--- src/rtl/jogo_pkg.sv ---
// Shared types, widths and arithmetic helpers for the per-frame collision/scoring stage.
package jogo_pkg;

   localparam int COORD_W = 10;
   localparam int DIST_W  = 22;
   localparam logic [6:0] HEX_BLANK = 7'h7F;

   typedef logic [COORD_W-1:0] coord_t;
   typedef logic [DIST_W-1:0]  dist_t;

   typedef enum logic [2:0] {
      IDLE         = 3'd0,
      AMOSTRA      = 3'd1,
      TESTA_ALIADA = 3'd2,
      TESTA_NAVE   = 3'd3,
      ATUALIZA     = 3'd4,
      FIM          = 3'd5
   } estado_t;

   // |a-b| on 11-bit operands; magnitude of a signed difference without sign handling.
   function automatic logic [10:0] abs_diff(input logic [10:0] a, input logic [10:0] b);
      if (a >= b) begin
         return a - b;
      end else begin
         return b - a;
      end
   endfunction

   function automatic dist_t sq(input logic [10:0] v);
      dist_t w;
      w = {11'd0, v};
      return w * w;
   endfunction

   // Adds pts to a 4-digit BCD value; any carry out of the thousands digit saturates at 9999.
   function automatic logic [15:0] bcd_add_sat(input logic [15:0] p, input logic [3:0] pts);
      logic [15:0] r;
      logic [4:0]  d;
      logic [3:0]  c;
      r = 16'h0000;
      c = pts;
      for (int i = 0; i < 4; i++) begin
         d = {1'b0, p[4*i +: 4]} + {1'b0, c};
         if (d > 5'd9) begin
            d = d - 5'd10;
            r[4*i +: 4] = d[3:0];
            c = 4'd1;
         end else begin
            r[4*i +: 4] = d[3:0];
            c = 4'd0;
         end
      end
      if (c != 4'd0) begin
         r = 16'h9999;
      end else begin
         r = r;
      end
      return r;
   endfunction

endpackage

--- src/rtl/collision_score_if.sv ---
// Position bus from the entity stage plus the hit pulses returned to it.
interface collision_score_if;
   import jogo_pkg::*;

   logic   frame_tick;
   logic   pausa;
   coord_t x_bola_aliada;
   coord_t y_bola_aliada;
   coord_t raio_bola_aliada;
   coord_t x_bola_inimiga;
   coord_t y_bola_inimiga;
   coord_t raio_bola_inimiga;
   coord_t x_nave;
   coord_t y_nave;
   coord_t largura_nave;
   coord_t altura_nave;
   logic   acerto_inimigo;
   logic   nave_atingida;

   modport master (
      output frame_tick, pausa,
      output x_bola_aliada, y_bola_aliada, raio_bola_aliada,
      output x_bola_inimiga, y_bola_inimiga, raio_bola_inimiga,
      output x_nave, y_nave, largura_nave, altura_nave,
      input  acerto_inimigo, nave_atingida
   );

   modport slave (
      input  frame_tick, pausa,
      input  x_bola_aliada, y_bola_aliada, raio_bola_aliada,
      input  x_bola_inimiga, y_bola_inimiga, raio_bola_inimiga,
      input  x_nave, y_nave, largura_nave, altura_nave,
      output acerto_inimigo, nave_atingida
   );
endinterface

--- src/rtl/hex7seg.sv ---
// BCD digit to active-low 7-segment pattern; non-decimal codes are blanked.
module hex7seg
   import jogo_pkg::*;
(
   input  logic [3:0] bcd,
   output logic [6:0] seg
);

   // Segment lookup
   always_comb begin
      seg = HEX_BLANK;
      case (bcd)
         4'd0:    seg = 7'h40;
         4'd1:    seg = 7'h79;
         4'd2:    seg = 7'h24;
         4'd3:    seg = 7'h30;
         4'd4:    seg = 7'h19;
         4'd5:    seg = 7'h12;
         4'd6:    seg = 7'h02;
         4'd7:    seg = 7'h78;
         4'd8:    seg = 7'h00;
         4'd9:    seg = 7'h10;
         default: seg = HEX_BLANK;
      endcase
   end

endmodule

--- src/rtl/collision_score.sv ---
// Per-frame collision/scoring stage: samples positions once per frame, runs the ally/enemy
// and enemy/nave overlap tests, and keeps the BCD score, life count and game-over flag.
module collision_score
   import jogo_pkg::*;
#(
   parameter int VIDAS_INICIAIS = 3,
   parameter int PONTOS_ACERTO  = 1,
   parameter int INVULN_FRAMES  = 60
) (
   input  logic                CLOCK_50,
   input  logic                reset,
   collision_score_if.slave    bus,
   output logic                perdeu,
   output logic [15:0]         placar,
   output logic [3:0]          vidas,
   output logic [6:0]          HEX0,
   output logic [6:0]          HEX1,
   output logic [6:0]          HEX2,
   output logic [6:0]          HEX3,
   output logic [6:0]          HEX4,
   output logic [6:0]          HEX5
);

   estado_t     estado_r;
   coord_t      xa_r, ya_r, ra_r, xi_r, yi_r, ri_r, xn_r, yn_r, wn_r, hn_r;
   logic        hit_a_r, hit_n_r;
   logic        acerto_r, atingida_r, perdeu_r;
   logic [15:0] placar_r;
   logic [3:0]  vidas_r;
   logic [15:0] invuln_r;

   logic [10:0] dxa_s, dya_s, rsum_s;
   dist_t       dist_a_s, lim_a_s, dist_n_s, lim_n_s;
   logic [10:0] xi_e_s, yi_e_s, x_fim_s, y_fim_s, cx_s, cy_s, dxn_s, dyn_s;
   logic        hit_a_s, hit_n_s;

   assign dxa_s    = abs_diff({1'b0, xa_r}, {1'b0, xi_r});
   assign dya_s    = abs_diff({1'b0, ya_r}, {1'b0, yi_r});
   assign rsum_s   = {1'b0, ra_r} + {1'b0, ri_r};
   assign dist_a_s = sq(dxa_s) + sq(dya_s);
   assign lim_a_s  = sq(rsum_s);

   assign xi_e_s   = {1'b0, xi_r};
   assign yi_e_s   = {1'b0, yi_r};
   assign x_fim_s  = {1'b0, xn_r} + {1'b0, wn_r} - 11'd1;
   assign y_fim_s  = {1'b0, yn_r} + {1'b0, hn_r} - 11'd1;

   // Closest point of the nave rectangle to the enemy centre
   always_comb begin
      cx_s = xi_e_s;
      cy_s = yi_e_s;
      if (xi_e_s < {1'b0, xn_r}) begin
         cx_s = {1'b0, xn_r};
      end else if (xi_e_s > x_fim_s) begin
         cx_s = x_fim_s;
      end else begin
         cx_s = xi_e_s;
      end
      if (yi_e_s < {1'b0, yn_r}) begin
         cy_s = {1'b0, yn_r};
      end else if (yi_e_s > y_fim_s) begin
         cy_s = y_fim_s;
      end else begin
         cy_s = yi_e_s;
      end
   end

   assign dxn_s    = abs_diff(xi_e_s, cx_s);
   assign dyn_s    = abs_diff(yi_e_s, cy_s);
   assign dist_n_s = sq(dxn_s) + sq(dyn_s);
   assign lim_n_s  = sq({1'b0, ri_r});

   // Overlap decisions, suppressed for inactive balls and during invulnerability
   always_comb begin
      hit_a_s = 1'b0;
      hit_n_s = 1'b0;
      if ((ra_r != 10'd0) && (ri_r != 10'd0)) begin
         hit_a_s = (dist_a_s <= lim_a_s);
      end else begin
         hit_a_s = 1'b0;
      end
      if ((ri_r != 10'd0) && (invuln_r == 16'd0)) begin
         hit_n_s = (dist_n_s <= lim_n_s);
      end else begin
         hit_n_s = 1'b0;
      end
   end

   // Frame sequencer with registered pulses, score, lives and invulnerability
   always_ff @(posedge CLOCK_50 or posedge reset) begin
      if (reset) begin
         estado_r   <= IDLE;
         {xa_r, ya_r, ra_r, xi_r, yi_r} <= {5{10'd0}};
         {ri_r, xn_r, yn_r, wn_r, hn_r} <= {5{10'd0}};
         hit_a_r    <= 1'b0;
         hit_n_r    <= 1'b0;
         acerto_r   <= 1'b0;
         atingida_r <= 1'b0;
         perdeu_r   <= 1'b0;
         placar_r   <= 16'h0000;
         vidas_r    <= 4'(VIDAS_INICIAIS);
         invuln_r   <= 16'd0;
      end else begin
         acerto_r   <= 1'b0;
         atingida_r <= 1'b0;
         case (estado_r)
            IDLE: begin
               if (bus.frame_tick && !bus.pausa && !perdeu_r) begin
                  estado_r <= AMOSTRA;
               end else begin
                  estado_r <= IDLE;
               end
            end
            AMOSTRA: begin
               xa_r <= bus.x_bola_aliada;
               ya_r <= bus.y_bola_aliada;
               ra_r <= bus.raio_bola_aliada;
               xi_r <= bus.x_bola_inimiga;
               yi_r <= bus.y_bola_inimiga;
               ri_r <= bus.raio_bola_inimiga;
               xn_r <= bus.x_nave;
               yn_r <= bus.y_nave;
               wn_r <= bus.largura_nave;
               hn_r <= bus.altura_nave;
               estado_r <= TESTA_ALIADA;
            end
            TESTA_ALIADA: begin
               hit_a_r  <= hit_a_s;
               estado_r <= TESTA_NAVE;
            end
            TESTA_NAVE: begin
               hit_n_r  <= hit_n_s;
               estado_r <= ATUALIZA;
            end
            ATUALIZA: begin
               if (hit_a_r) begin
                  placar_r <= bcd_add_sat(placar_r, 4'(PONTOS_ACERTO));
                  acerto_r <= 1'b1;
               end else begin
                  placar_r <= placar_r;
               end
               if (hit_n_r) begin
                  vidas_r    <= vidas_r - 4'd1;
                  atingida_r <= 1'b1;
                  invuln_r   <= 16'(INVULN_FRAMES);
                  if (vidas_r == 4'd1) begin
                     perdeu_r <= 1'b1;
                     estado_r <= FIM;
                  end else begin
                     estado_r <= IDLE;
                  end
               end else begin
                  if (invuln_r != 16'd0) begin
                     invuln_r <= invuln_r - 16'd1;
                  end else begin
                     invuln_r <= invuln_r;
                  end
                  estado_r <= IDLE;
               end
            end
            FIM: begin
               estado_r <= FIM;
            end
            default: begin
               estado_r <= IDLE;
            end
         endcase
      end
   end

   assign bus.acerto_inimigo = acerto_r;
   assign bus.nave_atingida  = atingida_r;
   assign perdeu             = perdeu_r;
   assign placar             = placar_r;
   assign vidas              = vidas_r;
   assign HEX4               = HEX_BLANK;

   hex7seg u_hex0 (.bcd(placar_r[3:0]),   .seg(HEX0));
   hex7seg u_hex1 (.bcd(placar_r[7:4]),   .seg(HEX1));
   hex7seg u_hex2 (.bcd(placar_r[11:8]),  .seg(HEX2));
   hex7seg u_hex3 (.bcd(placar_r[15:12]), .seg(HEX3));
   hex7seg u_hex5 (.bcd(vidas_r),         .seg(HEX5));

endmodule

--- src/flat_wrapper.sv ---
// flat-port wrapper written by rule: the top's interface ports become plain ports
module collision_score_flat import jogo_pkg::*;
#(
   parameter int VIDAS_INICIAIS = 3,
   parameter int PONTOS_ACERTO  = 1,
   parameter int INVULN_FRAMES  = 60
)
  (CLOCK_50, reset, perdeu, placar, vidas, HEX0, HEX1, HEX2, HEX3, HEX4, HEX5, bus_frame_tick, bus_pausa, bus_x_bola_aliada, bus_y_bola_aliada, bus_raio_bola_aliada, bus_x_bola_inimiga, bus_y_bola_inimiga, bus_raio_bola_inimiga, bus_x_nave, bus_y_nave, bus_largura_nave, bus_altura_nave, bus_acerto_inimigo, bus_nave_atingida);
  collision_score_if bus_i ();
  input  logic CLOCK_50;
  input  logic reset;
  output logic perdeu;
  output logic [15:0] placar;
  output logic [3:0] vidas;
  output logic [6:0] HEX0;
  output logic [6:0] HEX1;
  output logic [6:0] HEX2;
  output logic [6:0] HEX3;
  output logic [6:0] HEX4;
  output logic [6:0] HEX5;
  input wire logic [$bits(bus_i.frame_tick)-1:0] bus_frame_tick;
  input wire logic [$bits(bus_i.pausa)-1:0] bus_pausa;
  input wire logic [$bits(bus_i.x_bola_aliada)-1:0] bus_x_bola_aliada;
  input wire logic [$bits(bus_i.y_bola_aliada)-1:0] bus_y_bola_aliada;
  input wire logic [$bits(bus_i.raio_bola_aliada)-1:0] bus_raio_bola_aliada;
  input wire logic [$bits(bus_i.x_bola_inimiga)-1:0] bus_x_bola_inimiga;
  input wire logic [$bits(bus_i.y_bola_inimiga)-1:0] bus_y_bola_inimiga;
  input wire logic [$bits(bus_i.raio_bola_inimiga)-1:0] bus_raio_bola_inimiga;
  input wire logic [$bits(bus_i.x_nave)-1:0] bus_x_nave;
  input wire logic [$bits(bus_i.y_nave)-1:0] bus_y_nave;
  input wire logic [$bits(bus_i.largura_nave)-1:0] bus_largura_nave;
  input wire logic [$bits(bus_i.altura_nave)-1:0] bus_altura_nave;
  output wire logic [$bits(bus_i.acerto_inimigo)-1:0] bus_acerto_inimigo;
  output wire logic [$bits(bus_i.nave_atingida)-1:0] bus_nave_atingida;
  assign bus_i.frame_tick = bus_frame_tick;
  assign bus_i.pausa = bus_pausa;
  assign bus_i.x_bola_aliada = bus_x_bola_aliada;
  assign bus_i.y_bola_aliada = bus_y_bola_aliada;
  assign bus_i.raio_bola_aliada = bus_raio_bola_aliada;
  assign bus_i.x_bola_inimiga = bus_x_bola_inimiga;
  assign bus_i.y_bola_inimiga = bus_y_bola_inimiga;
  assign bus_i.raio_bola_inimiga = bus_raio_bola_inimiga;
  assign bus_i.x_nave = bus_x_nave;
  assign bus_i.y_nave = bus_y_nave;
  assign bus_i.largura_nave = bus_largura_nave;
  assign bus_i.altura_nave = bus_altura_nave;
  assign bus_acerto_inimigo = bus_i.acerto_inimigo;
  assign bus_nave_atingida = bus_i.nave_atingida;
  collision_score #(.VIDAS_INICIAIS(VIDAS_INICIAIS), .PONTOS_ACERTO(PONTOS_ACERTO), .INVULN_FRAMES(INVULN_FRAMES)) u_core (.CLOCK_50(CLOCK_50), .reset(reset), .bus(bus_i), .perdeu(perdeu), .placar(placar), .vidas(vidas), .HEX0(HEX0), .HEX1(HEX1), .HEX2(HEX2), .HEX3(HEX3), .HEX4(HEX4), .HEX5(HEX5));
endmodule
--- config.mk ---
export PLATFORM = sky130hd
export DESIGN_NAME = collision_score_flat
export DESIGN_NICKNAME = d
export VERILOG_FILES = /design/src/rtl/jogo_pkg.sv /design/src/rtl/collision_score_if.sv /design/src/rtl/hex7seg.sv /design/src/rtl/collision_score.sv /design/src/flat_wrapper.sv
export SDC_FILE = /design/constraint.sdc
export NUM_CORES = 2
export LEC_CHECK = 0
export BUFFER_PORTS_ARGS = -buffer_cell sky130_fd_sc_hd__buf_2
export CAP_MARGIN = 20
export CORE_AREA = 2 2 277 279
export DETAILED_ROUTE_END_ITERATION = 16
export DIE_AREA = 0 0 279 281
export MAX_ROUTING_LAYER = met4
export SYNTH_ARGS = -nofsm -noshare
export SYNTH_HDL_FRONTEND = slang
export SYNTH_SLANG_ARGS = --single-unit
export TNS_END_PERCENT = 5
--- constraint.sdc ---
create_clock -name CLOCK_50 -period 16.7 [get_ports CLOCK_50]
set_clock_uncertainty 0.1 [all_clocks]
set_input_delay 1.67 -clock CLOCK_50 [delete_from_list [all_inputs] [get_ports CLOCK_50]]
set_output_delay 1.67 -clock CLOCK_50 [all_outputs]
set_load 0.03 [all_outputs]
==> metrics <==
status finished, final reports clean; Die Y between 200 and 300 um; maximum buffer depth of the clock tree 2; hold path depth 1; fmax roughly 70 MHz; distinct cell type count after synthesis 93; Post-CTS Resized 0; root buf cell clkbuf_16; register area share after synthesis 10.7%; cell taking the most area after synthesis fa_1; top cells by area, synth fa_1, ha_1, dfrtp_1; H-Tree Depth 4; async set-reset flop share out of synthesis 100%; share of layout cells above drive strength 1 between 9 and 10%; die area approximately 80000 sq um; pre-CTS setup slack 2.37 ns; Global Route Usage Sum a little under a quarter; final slew viol count 0; Hold Violations, Final 0; global route overflow 0; commonest non-fill, non-tap cells in the layout inv_1, ha_1, fa_1, nor2_1, nand2_1; vias in the first global route approximately 27000; Hold Crit Class reg -> reg; layout overhead on the synthesized area 7.65%; CORE AREA roughly 75000 sq um; initial drt markers between 1000 and 1500; drt first pass iters 5; CP Capture Type register; unrepaired setup endpoints after global routing no; WL/cell ~17 um; CTS buffer count 17; post-route ant nets 0; WP buf/inv 11; Seq cells post-synth approximately 140; crit path max fanout 12; worst endpoint required time ~17 ns; top cell type's share of synthesized area between 20% and 30%; DRC 0; Worst-Margin Slew 0.969 ns; Crit path arrival time 14.68 ns; fin util between 40 and 50%; DR vias 25900; Cells after Synth a little under 4000; Rel. slew slack 35.4%; CTS Hold Bufs 0; post-layout instance area about 36000 sq um; cell family with most CP delay adder cells; latest clock arrival within the worst-skew pair approximately 0.50 ns; Ports around 170; R2R cell count 64; critical path's largest stage delay 0.53 ns; Clock Sinks 144; Critical Path Stages between 60 and 70; Clk pin slew, worst setup/hold paths approximately 0.09 ns; Final Critical Period roughly 14 ns; routability cong. ~0.9; most common cell after layout, fill and taps aside inv_1; largest net degree at the start of global routing approximately 90; # rows slightly above 100; initial antenna violation count 7; CP Class reg -> reg; Startpoint Class register; Post-CTS Setup Bufs 0; Post-Route WL approximately 84000 um; vias per inst between 5 and 6; Crit path top cell by count inv_1; Final Net Count just over 5000; Syn Area/Cell 8.66 sq um; ys flop type dfrtp_1; post-DP HPWL slightly above 70000 um; setup TNS 0 ns; Die Width ~280 um; slack of the critical path around 2.3 ns; EDFF count, synth 0; placed cell areas roughly 36000 sq um; Cell Area, Synth between 30000 and 40000 sq um; first-pass GRT wire length 139000 um; IO buf count 161; Max Cap Viol 0; Warnings, synthesis 0; critical path's slowest cell fa_1; Starting Density approximately 45%; Setup Viol. Count Final 0; fin crit share between 80% and 90%; CTS tree built
## stage by stage
stage	instances	hold WS, ns
final	5010	0.409
after floorplan	3898	0.368
after CTS	5001	0.416
after global routing	5010	0.445
after detailed placement	4969	0.398
after global placement	4969	0.388
## per-layer routing
layer | routed length (um) | global-route usage, % | vias up
met5 | 0 | - | -
met4 | 1480 | 4.67 | 0
met3 | 3320 | 2.62 | 92
met2 | 40900 | 39.0 | 493
met1 | 38600 | 29.8 | 12500
li1 | - | - | 12700
## worst register-to-register path, delay by kind of cell (launching register included)
family | cells | cell delay [ns]
XOR/XNOR | 3 | 0.47
AND/OR/NAND/NOR | 12 | 2.41
buffers and inverters | 11 | 0.98
adder cells (fa/ha/maj) | 14 | 5.51
multiplexers | 4 | 1.05
flip-flops | 1 | 0.40
AO/OA/AOI/OAI | 20 | 3.38
## synth_stat cells, types with 6 or more instances
| cell type | instances |
|---|---|
| inv_1 | 786 |
| ha_1 | 533 |
| fa_1 | 449 |
| nor2_1 | 311 |
| nand2_1 | 289 |
| o21ai_0 | 193 |
| a21oi_1 | 179 |
| dfrtp_1 | 142 |
| xnor2_1 | 108 |
| clkbuf_1 | 80 |
| a21o_1 | 70 |
| xor2_1 | 63 |
| nand2b_1 | 50 |
| and2_1 | 47 |
| mux2i_1 | 43 |
| nor2b_1 | 39 |
| or2_2 | 38 |
| mux2_2 | 36 |
| nand3_1 | 36 |
| nor3_1 | 35 |
| o21a_1 | 31 |
| o21bai_1 | 26 |
| a31oi_1 | 20 |
| and3_1 | 17 |
| nand4_1 | 16 |
| o211ai_1 | 16 |
| buf_2 | 14 |
| or3_1 | 12 |
| a211oi_1 | 10 |
| nand3b_1 | 10 |
| nor4_1 | 10 |
| buf_4 | 9 |
| o31ai_1 | 9 |
| or4_1 | 9 |
| a31o_2 | 7 |
| o21ai_1 | 7 |
| o22ai_1 | 7 |
| or2_1 | 7 |
| a311oi_1 | 6 |
| and4_1 | 6 |
| o2111ai_1 | 6 |
## area by class of cell
class                           count  area (sq um)
Inverter                          795          2990
Multi-Input combinational cell   2850         26700
Sequential cell                   144          3610
Timing Repair Buffer              206          1160
Tap cell                          978          1220
Clock inverter                     15           164
Clock buffer                       17           425
Antenna cell                        5          12.5
Fill cell                        7377         39200
## worst paths after layout
kind / startpoint / end / slack (ns)
max: u_core.yn_r[1] / u_core.hit_n_r / 2.35
min in group asynchronous: reset / u_core.placar[1] / 1.24
min reg2reg: u_core.hit_a_r / u_core.hit_a_r / 0.41
max reg2reg: u_core.yn_r[1] / u_core.hit_n_r / 2.35
max in group asynchronous: reset / u_core.invuln_r[0] / 13.86
min: u_core.hit_a_r / u_core.hit_a_r / 0.41
## cell families after synthesis
| logic type | synth area share [%] |
|---|---|
| other | 0.0223 |
| DFF | 10.7 |
| muxes | 2.51 |
| adders and majority gates | 46.5 |
| AOI/OAI and AO/OA | 12.2 |
| xor gates and xnor gates | 4.64 |
| buffers and inverters | 10.3 |
| and+or+nand+nor | 13.2 |
## sequential cells by signal, indices dropped and copies added (netlist names), 3 cells and up
name	flops
u_core.invuln_r	16
u_core.placar	16
u_core.hn_r	10
u_core.ra_r	10
u_core.ri_r	10
u_core.wn_r	10
u_core.xa_r	10
u_core.xi_r	10
u_core.xn_r	10
u_core.ya_r	10
u_core.yi_r	10
u_core.yn_r	10
u_core.vidas	4
u_core.estado_r	3
Power is left out: the tool's default activity adds up to more than one toggle a clock period on the data nets, which glitch-free logic cannot reach.
